<file path="config.mk">
export PLATFORM = sky130hd
export DESIGN_NAME = fetch_mmu
export DESIGN_NICKNAME = d
export VERILOG_FILES = /design/src/rtl/fetch_mmu.sv
export SDC_FILE = /design/constraint.sdc
export NUM_CORES = 1
export LEC_CHECK = 0
export CAP_MARGIN = 20
export CORE_MARGIN = 3
export CORE_UTILIZATION = 45
export CTS_CLUSTER_DIAMETER = 30
export DETAILED_ROUTE_END_ITERATION = 6
export PLACE_DENSITY = 0.71
export RECOVER_POWER = 25
export SYNTH_ARGS = -nofsm -noshare
export SYNTH_HDL_FRONTEND = slang
export SYNTH_SLANG_ARGS = --single-unit
</file>
<file path="constraint.sdc">
create_clock -name clk -period 7.12 [get_ports clk]
set_input_delay 1.424 -clock clk [delete_from_list [all_inputs] [get_ports clk]]
set_output_delay 1.424 -clock clk [all_outputs]
set_load 0.03 [all_outputs]
</file>
<file path="src/rtl/fetch_mmu.sv">
// Instruction-fetch MMU: bare/translated modes, fully-associative TLB, single-level page-table walker.
// Optional hit/miss performance counters are built only when FETCH_MMU_PERF_EN is defined.
module fetch_mmu #(
    parameter int unsigned VIRTUAL_ADDRESS_SIZE  = 64,
    parameter int unsigned PHYSICAL_ADDRESS_SIZE = 56,
    parameter int unsigned PAGE_OFFSET_BITS      = 12,
    parameter int unsigned VPN_BITS              = 20,
    parameter int unsigned TLB_ENTRIES           = 4
) (
    input  logic                             clk,
    input  logic                             reset,
    input  logic                             doInstructionFetch,
    input  logic [VIRTUAL_ADDRESS_SIZE-1:0]  instructionAddress,
    input  logic                             translationEnable,
    input  logic [PHYSICAL_ADDRESS_SIZE-1:0] pageTableBase,
    input  logic                             flushTlb,
    output logic [PHYSICAL_ADDRESS_SIZE-1:0] translatedAddress,
    output logic                             doneTranslation,
    output logic                             translationFault,
    output logic                             busy,
    output logic                             doPtwFetch,
    output logic [PHYSICAL_ADDRESS_SIZE-1:0] ptwAddress,
    input  logic [63:0]                      ptwData,
    input  logic                             donePtwFetch,
    output logic [31:0]                      tlbHitCount,
    output logic [31:0]                      tlbMissCount
);

    localparam int unsigned PPN_BITS = PHYSICAL_ADDRESS_SIZE - PAGE_OFFSET_BITS;
    localparam int unsigned IDX_BITS = $clog2(TLB_ENTRIES);
    localparam int unsigned TAG_LSB  = PAGE_OFFSET_BITS + VPN_BITS;

    typedef enum logic [1:0] {IDLE, WALK, RESPOND} state_t;

    state_t                        state;
    logic [TLB_ENTRIES-1:0]        tlb_valid;
    logic [VPN_BITS-1:0]           tlb_vpn [TLB_ENTRIES];
    logic [PPN_BITS-1:0]           tlb_ppn [TLB_ENTRIES];
    logic [IDX_BITS-1:0]           rr_ptr;
    logic [VPN_BITS-1:0]           walk_vpn;
    logic [PAGE_OFFSET_BITS-1:0]   walk_off;
    logic                          flush_seen;

    logic [VPN_BITS-1:0]           req_vpn_c;
    logic [PAGE_OFFSET_BITS-1:0]   req_off_c;
    logic                          out_of_range_c;
    logic                          lookup_hit_c;
    logic [PPN_BITS-1:0]           hit_ppn_c;
    logic                          free_found_c;
    logic [IDX_BITS-1:0]           free_idx_c;
    logic [IDX_BITS-1:0]           victim_c;
    logic                          pte_ok_c;
    logic [PPN_BITS-1:0]           pte_ppn_c;
    logic                          hit_event_c;
    logic                          miss_event_c;
    logic                          install_c;
    logic                          unused_pte_bits;

    assign req_vpn_c      = instructionAddress[TAG_LSB-1:PAGE_OFFSET_BITS];
    assign req_off_c      = instructionAddress[PAGE_OFFSET_BITS-1:0];
    assign out_of_range_c = |(instructionAddress >> TAG_LSB);

    // PTE: bit0 valid, bit3 executable; remaining non-PPN bits are ignored
    assign pte_ok_c        = ptwData[0] & ptwData[3];
    assign pte_ppn_c       = ptwData[PHYSICAL_ADDRESS_SIZE-1:PAGE_OFFSET_BITS];
    assign unused_pte_bits = ^{ptwData[63:PHYSICAL_ADDRESS_SIZE], ptwData[2:1],
                               ptwData[PAGE_OFFSET_BITS-1:4]};

    // Associative lookup and victim choice (lowest free slot, else round-robin)
    always_comb begin
        lookup_hit_c = 1'b0;
        hit_ppn_c    = '0;
        free_found_c = 1'b0;
        free_idx_c   = '0;
        for (int i = 0; i < TLB_ENTRIES; i++) begin
            if (!lookup_hit_c && tlb_valid[i] && (tlb_vpn[i] == req_vpn_c)) begin
                lookup_hit_c = 1'b1;
                hit_ppn_c    = tlb_ppn[i];
            end
            if (!free_found_c && !tlb_valid[i]) begin
                free_found_c = 1'b1;
                free_idx_c   = IDX_BITS'(i);
            end
        end
        victim_c = free_found_c ? free_idx_c : rr_ptr;
    end

    // A flush in the request cycle masks the lookup, turning a hit into a walk
    assign hit_event_c  = (state == IDLE) && doInstructionFetch && translationEnable &&
                          !out_of_range_c && lookup_hit_c && !flushTlb;
    assign miss_event_c = (state == IDLE) && doInstructionFetch && translationEnable &&
                          !out_of_range_c && !(lookup_hit_c && !flushTlb);
    assign install_c    = (state == WALK) && donePtwFetch && pte_ok_c &&
                          !flush_seen && !flushTlb;

    // Control FSM with registered outputs
    always_ff @(posedge clk or negedge reset) begin
        if (!reset) begin
            state             <= IDLE;
            busy              <= 1'b0;
            doneTranslation   <= 1'b0;
            translationFault  <= 1'b0;
            doPtwFetch        <= 1'b0;
            translatedAddress <= '0;
            ptwAddress        <= '0;
            tlb_valid         <= '0;
            rr_ptr            <= '0;
            walk_vpn          <= '0;
            walk_off          <= '0;
            flush_seen        <= 1'b0;
        end else begin
            doneTranslation  <= 1'b0;
            translationFault <= 1'b0;
            if (flushTlb) begin
                tlb_valid <= '0;
            end
            case (state)
                IDLE: begin
                    if (doInstructionFetch) begin
                        if (!translationEnable) begin
                            doneTranslation   <= 1'b1;
                            translatedAddress <= instructionAddress[PHYSICAL_ADDRESS_SIZE-1:0];
                        end else if (out_of_range_c) begin
                            doneTranslation   <= 1'b1;
                            translationFault  <= 1'b1;
                            translatedAddress <= '0;
                        end else if (hit_event_c) begin
                            doneTranslation   <= 1'b1;
                            translatedAddress <= {hit_ppn_c, req_off_c};
                        end else if (miss_event_c) begin
                            state      <= WALK;
                            busy       <= 1'b1;
                            doPtwFetch <= 1'b1;
                            ptwAddress <= pageTableBase + (PHYSICAL_ADDRESS_SIZE'(req_vpn_c) << 3);
                            walk_vpn   <= req_vpn_c;
                            walk_off   <= req_off_c;
                            flush_seen <= 1'b0;
                        end
                    end
                end
                WALK: begin
                    if (flushTlb) begin
                        flush_seen <= 1'b1;
                    end
                    if (donePtwFetch) begin
                        doPtwFetch      <= 1'b0;
                        doneTranslation <= 1'b1;
                        state           <= RESPOND;
                        if (pte_ok_c) begin
                            translatedAddress <= {pte_ppn_c, walk_off};
                        end else begin
                            translationFault  <= 1'b1;
                            translatedAddress <= '0;
                        end
                        if (install_c) begin
                            tlb_valid[victim_c] <= 1'b1;
                            if (!free_found_c) begin
                                rr_ptr <= rr_ptr + IDX_BITS'(1);
                            end
                        end
                    end
                end
                RESPOND: begin
                    state <= IDLE;
                    busy  <= 1'b0;
                end
                default: begin
                    state <= IDLE;
                    busy  <= 1'b0;
                end
            endcase
        end
    end

    // TLB tag/data storage; qualified by tlb_valid so it needs no reset
    always_ff @(posedge clk) begin
        if (install_c) begin
            tlb_vpn[victim_c] <= walk_vpn;
            tlb_ppn[victim_c] <= pte_ppn_c;
        end
    end

`ifdef FETCH_MMU_PERF_EN
    always_ff @(posedge clk or negedge reset) begin
        if (!reset) begin
            tlbHitCount  <= '0;
            tlbMissCount <= '0;
        end else begin
            if (hit_event_c) begin
                tlbHitCount <= tlbHitCount + 32'd1;
            end
            if (miss_event_c) begin
                tlbMissCount <= tlbMissCount + 32'd1;
            end
        end
    end
`else
    assign tlbHitCount  = '0;
    assign tlbMissCount = '0;
`endif

endmodule

</file>
==> results of run 1 <==
## power by group
part           total [W]  switching (W)  internal [W]
clock network    0.00440        0.00137       0.00303
logic           0.000572       0.000344      0.000228
registers        0.00261      0.0000246       0.00258
total            0.00758        0.00174       0.00584
## metal layers
layer	GRT usage (%)	wire (um)
met4	8.728	1481
met5	0	14
met2	40.18	27610
met3	5.252	4534
met1	32.22	22890
## per-stage QoR
| stage | setup slack [ns] | std cells | utilization, % | total power (W) | setup TNS [ns] |
|---|---|---|---|---|---|
| finish | 2.259 | 2707 | 60.96 | 0.007580 | 0 |
| global route | 2.052 | 2704 | 60.94 | 0.007819 | 0 |
| CTS | 2.221 | 2701 | 60.93 | 0.007630 | 0 |
| detailed placement | 1.659 | 2529 | 53.17 | 0.003214 | 0 |
| global placement | 1.766 | 2529 | 53.17 | 0.003205 | 0 |
| floorplan | -0.009496 | 1811 | - | 0.002964 | -1.215 |
## placed cells by master, fill, tap and decap left out, types with 22 or more instances in the layout
master	Yosys	routed
clkbuf_16	0	93
conb_1	1	64
o21ai_0	98	98
buf_4	71	27
xor2_1	55	55
nand4_1	28	28
a21oi_1	62	62
dfrtp_1	157	157
nor4_1	22	22
o211ai_1	45	45
inv_1	56	56
o31ai_1	42	42
a211oi_1	50	50
dlygate4sd3_1	0	25
nand3_1	123	123
xnor2_1	73	73
nand2_1	291	290
clkdlybuf4s50_1	0	261
o21ai_1	32	32
edfxtp_1	256	256
## sequential cells by signal, indices dropped and copies added, names as in the netlist, 2 cells and up
signal / cells
ptwAddress: 56
rr_ptr: 2
state: 2
tlb_ppn: 176
tlb_valid: 4
tlb_vpn: 80
translatedAddress: 56
walk_off: 12
walk_vpn: 20
## final cells by class
class                           count  area share, %
Inverter                           57         0.8293
Tap cell                          577          2.798
Multi-Input combinational cell   1168          26.60
Antenna cell                        5        0.04850
Sequential cell                   413          45.03
Clock inverter                     62          3.259
Timing Repair Buffer              315          11.97
Clock buffer                      110          9.462
## kinds of logic after synthesis
family          synth area share [%]
flops                          59.81
other cells                  0.01931
mux                           0.2319
simple gates                   13.59
fa+ha+maj                      1.391
compound gates                 12.68
buf+inv                        6.500
xor+xnor                       5.772
## tightest hold or removal path, stage by stage (launching register included)
cell     delay (ns)
dfrtp_1        0.34
nand2_1        0.05
nand2_1        0.05
## worst max path at each step
stage                                 from                                 to  slack, ns  cells past startpoint
floorplan                     donePtwFetch            tlb_ppn[2][0]$_DFFE_PP_     -0.009                      3
global placement    instructionAddress[12]         ptwAddress[45]$_DFFE_PN0P_       1.77                     12
detailed placement  instructionAddress[43]  translatedAddress[39]$_DFFE_PN0P_       1.66                      9
CTS                 instructionAddress[43]  translatedAddress[42]$_DFFE_PN0P_       2.22                      9
global route        instructionAddress[12]         ptwAddress[47]$_DFFE_PN0P_       2.05                     12
finish              instructionAddress[12]         ptwAddress[45]$_DFFE_PN0P_       2.26                     12
==> results_dict.tcl, run 1 <==
set metrics [dict create \
    fin_crit_ns 4.861 \
    area_delta_synth_final_pct 32.83 \
    finalMaxSlewViolations 70 \
    io_pins 370 \
    rows 75 \
    hold_viol 0 \
    cts_htree_levels 3 \
    ys_types 67 \
    holdPathEnd "walk_off[8]$_DFFE_PN0P_" \
    final-seq-area_um2 11620 \
    cts.sink_count 413 \
    clock_skew_ns 0.03698 \
    path_class "primary input to flip-flop" \
    initial_utilization_pct 45.89 \
    cts_tree "done" \
    synthTopCellsByCount "291 x nand2_1, 256 x edfxtp_1, 157 x dfrtp_1" \
    cts_setup_buffers 0 \
    fill_cells 3304 \
    die_area_um2 45690 \
    clkTransAtPathRegs_ns 0.05 \
    detail-route-antenna-nets 0 \
    setup_viol 0 \
    die_w_um 213.8 \
    grt_usage_pct 24.41 \
    cts-root-buf "clkbuf_16" \
    synthTopCellsByArea "edfxtp_1 40%, dfrtp_1 20%, nand2_1 5.6%, xnor2_1 3.3%, nand3_1 3.2%" \
    crit_required_ns 7.56 \
    critPathMaxFanout 16 \
    timing.hold.ws_ns 0.4674 \
    die_h_um 213.8 \
    async_reset_ff_share_pct 38.01 \
    r2r_slack_ns 3.45 \
    ys.flop_type "edfxtp_1" \
    crit_path_top_delay_cell "clkdlybuf4s50_1" \
    yosys_warnings 0 \
    dr_total_vias 15150 \
    mappedNetlistArea_um2 19420 \
    critPathMaxStageDelay_ns 0.66 \
    crit_path_end_kind "flip-flop" \
    coreArea_um2 42320 \
    min_path_type "flip-flop to flip-flop" \
    wl_mm 56.53 \
    cp.arrival_ns 5.30 \
    cts_buffer_depth 3 \
    r2r-start "state[1]$_DFFE_PN0P_" \
    worst-path-buf-inv 2 \
    yosys.area.top_type "edfxtp_1" \
    rsz0062_at_grt "no" \
    seq_area_frac_synth_pct 59.81 \
    drv_cap 1 \
    syn_area_per_cell_um2 11.11 \
    crit_family "compound AO/OA/AOI/OAI gates" \
    synth.most_common_cell "nand2_1" \
    multiInputGateArea_um2 6863 \
    dp_hpwl_mm 36.23 \
    ff2ff_path_depth 6 \
    via_per_inst 5.598 \
    drc 1 \
    ctsResizeCount 0 \
    drive_gt1_share_pct 9.882 \
    drtIter0Drc 1605 \
    yosysTopAreaCellShare_pct 39.58 \
    crit_path_start_kind "primary input" \
    grt_overflow 0 \
    powerDensity_nw_per_um2 293.8 \
    clock_latency_ns 0.62 \
    grt_antenna_before_repair 7 \
    peakVddDrop_mv 0.1937 \
    clock.fmax_ghz 0.2057 \
    dr.pass1.iters 7 \
    cellLeakagePower_nw 10.04 \
    worstReg2RegEnd "tlb_ppn[1][15]$_DFFE_PP_" \
    nets 2258 \
    status "complete, but fails checks" \
    min_path_cells 2 \
    crit_chain "clkdlybuf4s50_1 > ha_1 > inv_1 > fa_1 > nand2b_1 > a21o_1 > a211oi_1 > o21a_1 > o2111ai_2 > a2111oi_0 > xnor2_1 > o21ai_0" \
    worst_slew_pin_slew_ns 3.744 \
    postSynthCellCount 1748 \
    dpl_cell_area_um2 22500 \
    wl_per_cell_um 20.88 \
    fin_area_um2 25800 \
    slew_headroom_pct -149.6 \
    gp_congestion 0.8799 \
    numCtsBuffers 92 \
    violations "DRC, capacitance limit, slew limit" \
    min_period_over_period_pct 68.27 \
    grt_pass1_wl_mm 85.88 \
    cts_hold_buf 0 \
    grt_pass1_vias 15100 \
    synth_edf_count 256 \
    grt_start_max_net_pins 90 \
    io_buffers 287 \
    hold_start "walk_off[8]$_DFFE_PN0P_" \
    ys_ff_latch 413 \
]
Power figures use the tool's default switching activity.
==> run 2: changes to the inputs <==
clock period = 4.55 ns   (was 7.12 ns; I/O delays follow)
==> results_dict.tcl, run 2 (synthesized netlist as in run 1, its figures left out) <==
set metrics [dict create \
    slew_headroom_pct -52.39 \
    worst_slew_pin_slew_ns 2.286 \
    path_class "primary input to flip-flop" \
    critPathMaxFanout 13 \
    use_met3_pct 5.004 \
    cts_hold_buf 0 \
    cts_setup_buffers 0 \
    coreArea_um2 42320 \
    clock_latency_ns 0.61 \
    grt_overflow 0 \
    die_area_um2 45690 \
    crit_family "compound AO/OA/AOI/OAI gates" \
    area_delta_synth_final_pct 35.73 \
    cellLeakagePower_nw 10.33 \
    rsz0062_at_grt "no" \
    place_ws_ns 0.06238 \
    crit_chain "clkdlybuf4s50_1 > ha_1 > inv_1 > fa_1 > nand2b_1 > a21o_1 > a211oi_1 > o21a_1 > o2111ai_2 > a2111oi_0 > xnor2_1 > o21ai_0" \
    io_buffers 287 \
    layout_common_cells "290 x nand2_1, 260 x clkdlybuf4s50_1, 256 x edfxtp_1" \
    worst_slack_ns 0.6346 \
    busiest_layer "met2" \
    min_path_type "flip-flop to flip-flop" \
    holdPathEnd "ptwAddress[0]$_DFFE_PN0P_" \
    timing.hold.ws_ns 0.4671 \
    numCtsBuffers 95 \
    status "complete, but fails checks" \
    wl_mm 57.58 \
    ctsResizeCount 0 \
    use_met2_pct 41.16 \
    min_period_over_period_pct 86.05 \
    cts_htree_levels 3 \
    peakVddDrop_mv 0.3996 \
    crit_path_end_kind "flip-flop" \
    grt.met1_usage_pct 31.80 \
    r2r-start "tlb_vpn[3][5]$_DFFE_PP_" \
    clock.fmax_ghz 0.2554 \
    die_h_um 213.8 \
    initial_utilization_pct 45.89 \
    clkTransAtPathRegs_ns 0.04 \
    worstReg2RegEnd "translatedAddress[22]$_DFFE_PN0P_" \
    gp_congestion 0.9261 \
    finalMaxSlewViolations 79 \
    cts.sink_count 413 \
    detail-route-antenna-nets 0 \
    fin_crit_ns 3.915 \
    worst-path-buf-inv 2 \
    min_path_cells 2 \
    powerDensity_nw_per_um2 469.4 \
    reg_top3 "tlb_ppn: 176 flops, tlb_vpn: 80 flops" \
    final_common_cell "nand2_1" \
    r2r_slack_ns 1.49 \
    drv_cap 1 \
    dr.pass1.iters 5 \
    via_per_inst 5.623 \
    grt_pass1_vias 15700 \
    grt_start_max_net_pins 89 \
    hold_viol 0 \
    grt_pass1_wl_mm 87.34 \
    ff2ff_path_depth 9 \
    io_pins 370 \
    critPathMaxStageDelay_ns 0.65 \
    cts_tree "done" \
    setup_viol 0 \
    cp.arrival_ns 4.38 \
    cts_buffer_depth 3 \
    drive_gt1_share_pct 11.62 \
    nets 2280 \
    wl_per_cell_um 21.04 \
    rows 75 \
    crit_required_ns 5.01 \
    drtIter0Drc 1413 \
    crit_path_top_delay_cell "a2111oi_0" \
    die_w_um 213.8 \
    cts-root-buf "clkbuf_16" \
    grt_antenna_before_repair 10 \
    clock_skew_ns 0.04052 \
    drc 0 \
    hold_start "ptwAddress[0]$_DFFE_PN0P_" \
    grt_usage_pct 24.73 \
    crit_path_start_kind "primary input" \
    dp_hpwl_mm 37.25 \
    largest_reg_flops 176 \
    dr_total_vias 15390 \
    top_register "tlb_ppn" \
    violations "capacitance limit, slew limit" \
]
==> run 2: cell count changes in the layout (fill, tap and decap cells not counted), sizes merged <==
cell           previous run  this run
clkinv                   29        25
diode                     5         8
buf                      28        47
clkbuf                  111       112
inv                      63        68
clkdlybuf4s50           261       260
dlygate4sd3              25        26
clkinvlp                 11        14
bufinv                   16        19
==> run 2: how the worst max path moves through the flow <==
stage	endpoint	slack (ns)	depth (start not counted)	from
2_1_floorplan	tlb_ppn[0][0]$_DFFE_PP_	-0.43	4	donePtwFetch
3_5_place_dp	ptwAddress[45]$_DFFE_PN0P_	0.06	12	instructionAddress[12]
3_3_place_gp	ptwAddress[49]$_DFFE_PN0P_	0.11	12	instructionAddress[12]
6_report	ptwAddress[45]$_DFFE_PN0P_	0.63	12	instructionAddress[12]
4_1_cts	ptwAddress[45]$_DFFE_PN0P_	0.66	12	instructionAddress[12]
5_1_grt	ptwAddress[43]$_DFFE_PN0P_	0.44	12	instructionAddress[12]
==> run 2: area by class of cell <==
class / count / area [um^2]
Inverter: 57 / 214.0
Clock inverter: 69 / 959.7
Clock buffer: 111 / 2571
Sequential cell: 413 / 11620
Fill cell: 3221 / 15960
Antenna cell: 8 / 20.02
Tap cell: 577 / 721.9
Timing Repair Buffer: 334 / 3383
Multi-Input combinational cell: 1168 / 6875
==> run 2: worst reg2reg max path: cells and delay by family (launching register included) <==
kind | cells | cell delay (ns)
and+or+nand+nor | 3 | 1.29
DFF | 1 | 0.37
buffers and inverters | 1 | 0.27
xor gates and xnor gates | 1 | 0.16
AOI/OAI and AO/OA | 4 | 0.89
==> run 2: per-layer routing <==
| metal | up-vias | part of all wire (%) |
|---|---|---|
| li1 | 6910 | - |
| met1 | 7607 | 40 |
| met3 | 135 | 7.7 |
| met5 | - | 0.045 |
| met4 | 6 | 3.4 |
| met2 | 731 | 49 |
==> run 2: per-stage QoR <==
stage	std cells	utilization [%]	setup TNS [ns]	instance area [um^2]	total power, W
final	2737	62.29	0	26360	0.01237
after global routing	2735	62.28	0	26360	0.01273
after CTS	2729	62.26	0	26350	0.01245
after detailed placement	2549	53.91	0	22820	0.005043
after global placement	2549	53.91	0	22820	0.005028
after floorplan	1811	-	-62.11	19670	0.004638
==> run 2: power by group <==
| group | switching, W | total [W] | leakage, nW | internal, W |
|---|---|---|---|---|
| clock | 0.00225 | 0.00739 | 1.69 | 0.00514 |
| sequential | 0.0000399 | 0.00408 | 4.59 | 0.00404 |
| combinational | 0.000541 | 0.000907 | 4.04 | 0.000366 |
| total | 0.00283 | 0.0124 | 10.3 | 0.00955 |
